==> config.mk <==
export PLATFORM = sky130hd
export DESIGN_NAME = alu_issue_stage
export DESIGN_NICKNAME = d
export VERILOG_FILES = /design/src/rtl/alu_issue_stage.sv
export SDC_FILE = /design/constraint.sdc
export NUM_CORES = 1
export LEC_CHECK = 0
export CAP_MARGIN = 20
export CORE_MARGIN = 3
export CORE_UTILIZATION = 45
export CTS_CLUSTER_DIAMETER = 40
export DETAILED_ROUTE_END_ITERATION = 8
export GPL_TIMING_DRIVEN = 0
export PLACE_DENSITY_LB_ADDON = 0.3
export SETUP_SLACK_MARGIN = 0.15
export SYNTH_ARGS = -nofsm -noshare
export SYNTH_HDL_FRONTEND = slang
export SYNTH_SLANG_ARGS = --single-unit
==> constraint.sdc <==
create_clock -name CLK -period 2.15 [get_ports CLK]
set_input_delay 0.215 -clock CLK [delete_from_list [all_inputs] [get_ports CLK]]
set_output_delay 0.215 -clock CLK [all_outputs]
set_load 0.01 [all_outputs]
==> src/rtl/alu_issue_stage.sv <==
// Execute-issue stage: decodes INSTR into ALU operands/opcode and buffers them in a 2-entry skid buffer.
// Optional: define ILLEGAL_INSN_TRAP_EN to add the ILLEGAL output flag for undecodable instructions.
module alu_issue_stage #(
    parameter int DATA_WIDTH     = 32,
    parameter int OPRN_WIDTH     = 6,
    parameter int REG_ADDR_WIDTH = 5
) (
    input  logic                      CLK,
    input  logic                      RST,
    input  logic                      FLUSH,
    input  logic                      IN_VALID,
    output logic                      IN_READY,
    input  logic [31:0]               INSTR,
    input  logic [DATA_WIDTH-1:0]     RS_DATA,
    input  logic [DATA_WIDTH-1:0]     RT_DATA,
    output logic                      OUT_VALID,
    input  logic                      OUT_READY,
    output logic [DATA_WIDTH-1:0]     OP1,
    output logic [DATA_WIDTH-1:0]     OP2,
    output logic [OPRN_WIDTH-1:0]     OPRN,
    output logic [REG_ADDR_WIDTH-1:0] WB_ADDR,
    output logic                      WB_EN
`ifdef ILLEGAL_INSN_TRAP_EN
    ,
    output logic                      ILLEGAL
`endif
);

    typedef struct packed {
        logic                      valid;
        logic [DATA_WIDTH-1:0]     op1;
        logic [DATA_WIDTH-1:0]     op2;
        logic [OPRN_WIDTH-1:0]     oprn;
        logic [REG_ADDR_WIDTH-1:0] wb_addr;
        logic                      wb_en;
`ifdef ILLEGAL_INSN_TRAP_EN
        logic                      illegal;
`endif
    } entry_t;

    logic [5:0]  opcode;
    logic [4:0]  rt;
    logic [4:0]  rd;
    logic [4:0]  shamt;
    logic [5:0]  funct;
    logic [15:0] imm;
    logic [DATA_WIDTH-1:0] imm_sext;
    logic [DATA_WIDTH-1:0] imm_zext;
    logic        legal;
    logic        unused_rs_field;

    entry_t dec;
    entry_t m_q;
    entry_t s_q;
    logic   in_fire;
    logic   out_fire;

    assign opcode   = INSTR[31:26];
    assign rt       = INSTR[20:16];
    assign rd       = INSTR[15:11];
    assign shamt    = INSTR[10:6];
    assign funct    = INSTR[5:0];
    assign imm      = INSTR[15:0];
    assign imm_sext = {{(DATA_WIDTH-16){imm[15]}}, imm};
    assign imm_zext = {{(DATA_WIDTH-16){1'b0}}, imm};
    // The rs index is consumed by the register file upstream; only its data reaches us.
    assign unused_rs_field = ^INSTR[25:21];

    always_comb begin
        legal       = 1'b1;
        dec         = '0;
        dec.valid   = 1'b1;
        dec.oprn    = OPRN_WIDTH'(6'h20);
        dec.op1     = RS_DATA;
        dec.wb_addr = REG_ADDR_WIDTH'(rt);
        dec.wb_en   = 1'b1;
        case (opcode)
            6'h00: begin
                dec.wb_addr = REG_ADDR_WIDTH'(rd);
                dec.oprn    = OPRN_WIDTH'(funct);
                case (funct)
                    6'h20, 6'h22, 6'h2c, 6'h24, 6'h25, 6'h27, 6'h2a: dec.op2 = RT_DATA;
                    6'h01, 6'h02: begin
                        dec.op1 = RT_DATA;
                        dec.op2 = {{(DATA_WIDTH-5){1'b0}}, shamt};
                    end
                    default: legal = 1'b0;
                endcase
            end
            6'h08: dec.op2 = imm_sext;
            6'h1d: begin dec.oprn = OPRN_WIDTH'(6'h2c); dec.op2 = imm_sext; end
            6'h0a: begin dec.oprn = OPRN_WIDTH'(6'h2a); dec.op2 = imm_sext; end
            6'h0c: begin dec.oprn = OPRN_WIDTH'(6'h24); dec.op2 = imm_zext; end
            6'h0d: begin dec.oprn = OPRN_WIDTH'(6'h25); dec.op2 = imm_zext; end
            6'h0f: begin
                dec.oprn = OPRN_WIDTH'(6'h01);
                dec.op1  = imm_zext;
                dec.op2  = DATA_WIDTH'(16);
            end
            6'h23: dec.op2 = imm_sext;
            6'h2b: begin dec.op2 = imm_sext; dec.wb_en = 1'b0; end
            6'h04, 6'h05: begin
                dec.oprn  = OPRN_WIDTH'(6'h22);
                dec.op2   = RT_DATA;
                dec.wb_en = 1'b0;
            end
            default: legal = 1'b0;
        endcase
        // Undecodable words become an add of zeros that writes nothing back.
        if (!legal) begin
            dec         = '0;
            dec.valid   = 1'b1;
            dec.oprn    = OPRN_WIDTH'(6'h20);
`ifdef ILLEGAL_INSN_TRAP_EN
            dec.illegal = 1'b1;
`endif
        end
    end

    // IN_READY depends only on the skid register, so OUT_READY never reaches it combinationally.
    assign IN_READY  = ~s_q.valid;
    assign in_fire   = IN_VALID & IN_READY;
    assign out_fire  = m_q.valid & OUT_READY;

    always_ff @(posedge CLK) begin
        if (RST) begin
            m_q <= '0;
            s_q <= '0;
        end else if (FLUSH) begin
            m_q.valid <= 1'b0;
            s_q.valid <= 1'b0;
        end else if (s_q.valid && out_fire) begin
            m_q       <= s_q;
            s_q.valid <= 1'b0;
        end else if (in_fire && (!m_q.valid || out_fire)) begin
            m_q <= dec;
        end else if (in_fire) begin
            s_q <= dec;
        end else if (out_fire) begin
            m_q.valid <= 1'b0;
        end
    end

    assign OUT_VALID = m_q.valid;
    assign OP1       = m_q.op1;
    assign OP2       = m_q.op2;
    assign OPRN      = m_q.oprn;
    assign WB_ADDR   = m_q.wb_addr;
    assign WB_EN     = m_q.wb_en;
`ifdef ILLEGAL_INSN_TRAP_EN
    assign ILLEGAL   = m_q.illegal;
`endif

endmodule
==> flow_metrics.tcl <==
set metrics [dict create \
    hold_start "INSTR[5]" \
    synthTopCellsByCount "dfxtp_1, a21oi_1, o21ai_0, nand2_1, clkbuf_1" \
    ir_worst_vdd_uv 559 \
    cap_violations 0 \
    grt_overflow 0 \
    p_leak_nw 3.79 \
    nNetsFinal 1146 \
    dpl.hpwl_um 18800 \
    cts_made_buffers 17 \
    drt-met1-wl_um 11000 \
    slew_headroom_pct 60.6 \
    status "completed" \
    clk_path_buf_depth 2 \
    drt_iter0_markers 821 \
    r2r_slack_ns 0.24 \
    fp.dieW_um 131 \
    die_y_um 131 \
    place_ws_ns -0.968 \
    worstPathRequired_ns 2.46 \
    dpl-instance-area_um2 9000 \
    cellPowerDensity_nw_per_um2 713 \
    synth-main-ff-cell "dfxtp_1" \
    netlist.top_cell.by_area "dfxtp_1" \
    grt_pass1_wl_um 39500 \
    synth_warnings 0 \
    worst_pin_slew_ns 0.587 \
    cts_tree "built" \
    synth_nets 943 \
    final-setup-viol-count 0 \
    ys_async_sr_fraction_pct 0 \
    vias_per_cell 6.07 \
    crit_type "input port to flip-flop" \
    worstPathArrival_ns 2.30 \
    grt_pass1_vias 7089 \
    yosysTopAreaCellShare_pct 43.9 \
    setup.worst_path.end_class "flip-flop" \
    fmax_mhz 503 \
    rows 45 \
    grt_max_degree 17 \
    drc 0 \
    synth_most_common_cell "dfxtp_1" \
    min_delay_worst_endpoint "s_q[17]" \
    gp_congestion 0.948 \
    dr_wl_met3_um 2270 \
    r2r_start "OUT_VALID" \
    critPathSlowestCell "or4b_4" \
    fillers 1223 \
    die_area_um2 17200 \
    synth.area.top_cells "dfxtp_1, a21oi_1, o21ai_0, o221ai_1, nand2_1" \
    fin_worst_skew_ns 0.00904 \
    slew_violations 0 \
    syn_to_final_growth_pct 45.5 \
    postCtsHoldBufs 0 \
    hold_viol_final 0 \
    cts_max_level 4 \
    cts.sinks 154 \
    hold-path-cell-count 3 \
    initial_core_util_pct 46.1 \
    cts.clk_slew.worst_paths_ns 0.06 \
    synth_cells 842 \
    wl_met2_um 12000 \
    path_cells "dlygate4sd2_1 > or4_4 > or4b_4 > buf_6 > and3_1 > nor3b_2 > a211oi_1" \
    clk_latency_ns 0.44 \
    syn_avg_cell_area_um2 8.35 \
    antenna_found_initial 0 \
    cts-root-buf "clkbuf_16" \
    period_share_pct 92.5 \
    final_util_pct 67.0 \
    worstPathMaxFanout 10 \
    num_vias 7698 \
    ys_ff_latch 154 \
    cp-start-kind "input port" \
    track_usage_pct 29.7 \
    ios 179 \
    min_period_ns 1.99 \
    hp-class "input port to flip-flop" \
    critical-path-max-stage-delay_ns 0.65 \
    port_buffers 169 \
    synth_cell_types 59 \
    drt_wl_total_um 26000 \
    synth_area_um2 7030 \
    final_layout_size_suffix_gt1_share_pct 16.1 \
    synth_edf_count 0 \
    antenna_cells 0 \
    grt_setup_unrepaired "yes" \
    rr_endpoint "s_q[7]" \
    fin_ws_ns 0.162 \
    ys_seq_area_share_pct 43.9 \
    antenna_left 0 \
    first_pass_iters 5 \
    highest_layer "met4" \
    final_area_um2 10200 \
    post_drt_wl_per_cell_um 20.5 \
    reg2regPathDepth 5 \
    core_area_um2 15300 \
]
## per-layer routing
| metal | GRT usage [%] | vias to the layer above |
|---|---|---|
| li1 | - | 3574 |
| met1 | 41.5 | 3642 |
| met2 | 46.1 | 421 |
| met3 | 5.12 | 61 |
| met4 | 11.0 | 0 |
| met5 | 0 | - |
## stage by stage
| step | setup TNS (ns) | hold WS [ns] | instances | power, mW |
|---|---|---|---|---|
| final | 0 | 0.438 | 1269 | 7.29 |
| after floorplan | 0 | 0.293 | 842 | 3.53 |
| after CTS | 0 | 0.439 | 1266 | 7.24 |
| after global routing | 0 | 0.474 | 1269 | 7.48 |
| after detailed placement | -116.90 | 0.442 | 1222 | 4.07 |
| after global placement | -117.47 | 0.435 | 1222 | 4.06 |
## cell usage in the layout, fill, tap and decap left out, types with 14 or more instances in the layout
cell type / count
a211oi_1: 15
buf_4: 17
clkbuf_1: 24
a22o_1: 16
clkbuf_16: 17
nor2_1: 45
clkdlybuf4s50_1: 164
a21oi_1: 84
a221oi_1: 16
o221ai_1: 37
nand2_1: 73
o21ai_0: 79
dfxtp_1: 152
o31ai_1: 14
nand2b_1: 21
a21oi_2: 15
o21ai_1: 14
and3_1: 33
clkbuf_2: 31
## flip-flops by register name, summed over array words and instances (netlist names)
register / flops
WB_EN: 1
OP2: 32
OUT_VALID: 1
WB_ADDR: 5
OP1: 32
s_q: 77
OPRN: 6
## worst max-delay path by stage
| stage | end | start | depth (start not counted) | slack (ns) |
|---|---|---|---|---|
| after global routing | OP1[15] | INSTR[29] | 7 | 0.1 |
| after floorplan | OP1[23] | INSTR[28] | 6 | 0.11 |
| after CTS | OP2[11] | s_q[76] | 7 | 0.15 |
| final | OP1[15] | INSTR[29] | 7 | 0.16 |
| after detailed placement | s_q[14] | INSTR[29] | 8 | -0.97 |
| after global placement | OP2[2] | INSTR[29] | 8 | -0.97 |
## cells by family (layout without fill, tap and decap cells)
logic type	count (synthesis)	in the layout	share of synthesized area (%)
AOI/OAI and AO/OA	350	350	32.5
and+or+nand+nor	244	244	17.9
DFF	154	154	43.9
buffers and inverters	88	304	4.91
muxes	5	5	0.712
xor gates and xnor gates	1	1	0.125
## report_power, final
| group | internal [mW] | total [mW] | leakage, nW | switching, mW |
|---|---|---|---|---|
| logic | 0.541 | 1.09 | 2.24 | 0.552 |
| clock network | 1.86 | 3.17 | 0.297 | 1.31 |
| registers | 2.96 | 3.03 | 1.25 | 0.0672 |
## worst max-delay path, delay by kind of cell
kind                   cells  cell delay (ns)
AO/OA/AOI/OAI              1             0.07
buffers and inverters      2             0.42
AND/OR/NAND/NOR            4             1.59
## what timing repair did
action,in CTS,in global routing
pin swaps,10,6
gates cloned,4,0
setup endpoints to repair,151,140
gates resized for setup,108,84
buffers inserted,8,3
hold endpoints to repair,0,0
## cell type report
class / count / area (um^2) / share of cell area [%]
plain buffers: 80 / 484 / 4.74
clock buffers: 18 / 429 / 4.20
clock inverters: 14 / 184 / 1.80
inverters: 8 / 30.0 / 0.294
multi-input cells: 600 / 3950 / 38.6
flip-flops and latches: 154 / 3090 / 30.2
well taps: 211 / 264 / 2.58
repair buffers: 184 / 1800 / 17.6
Power figures use the tool's default switching activity.
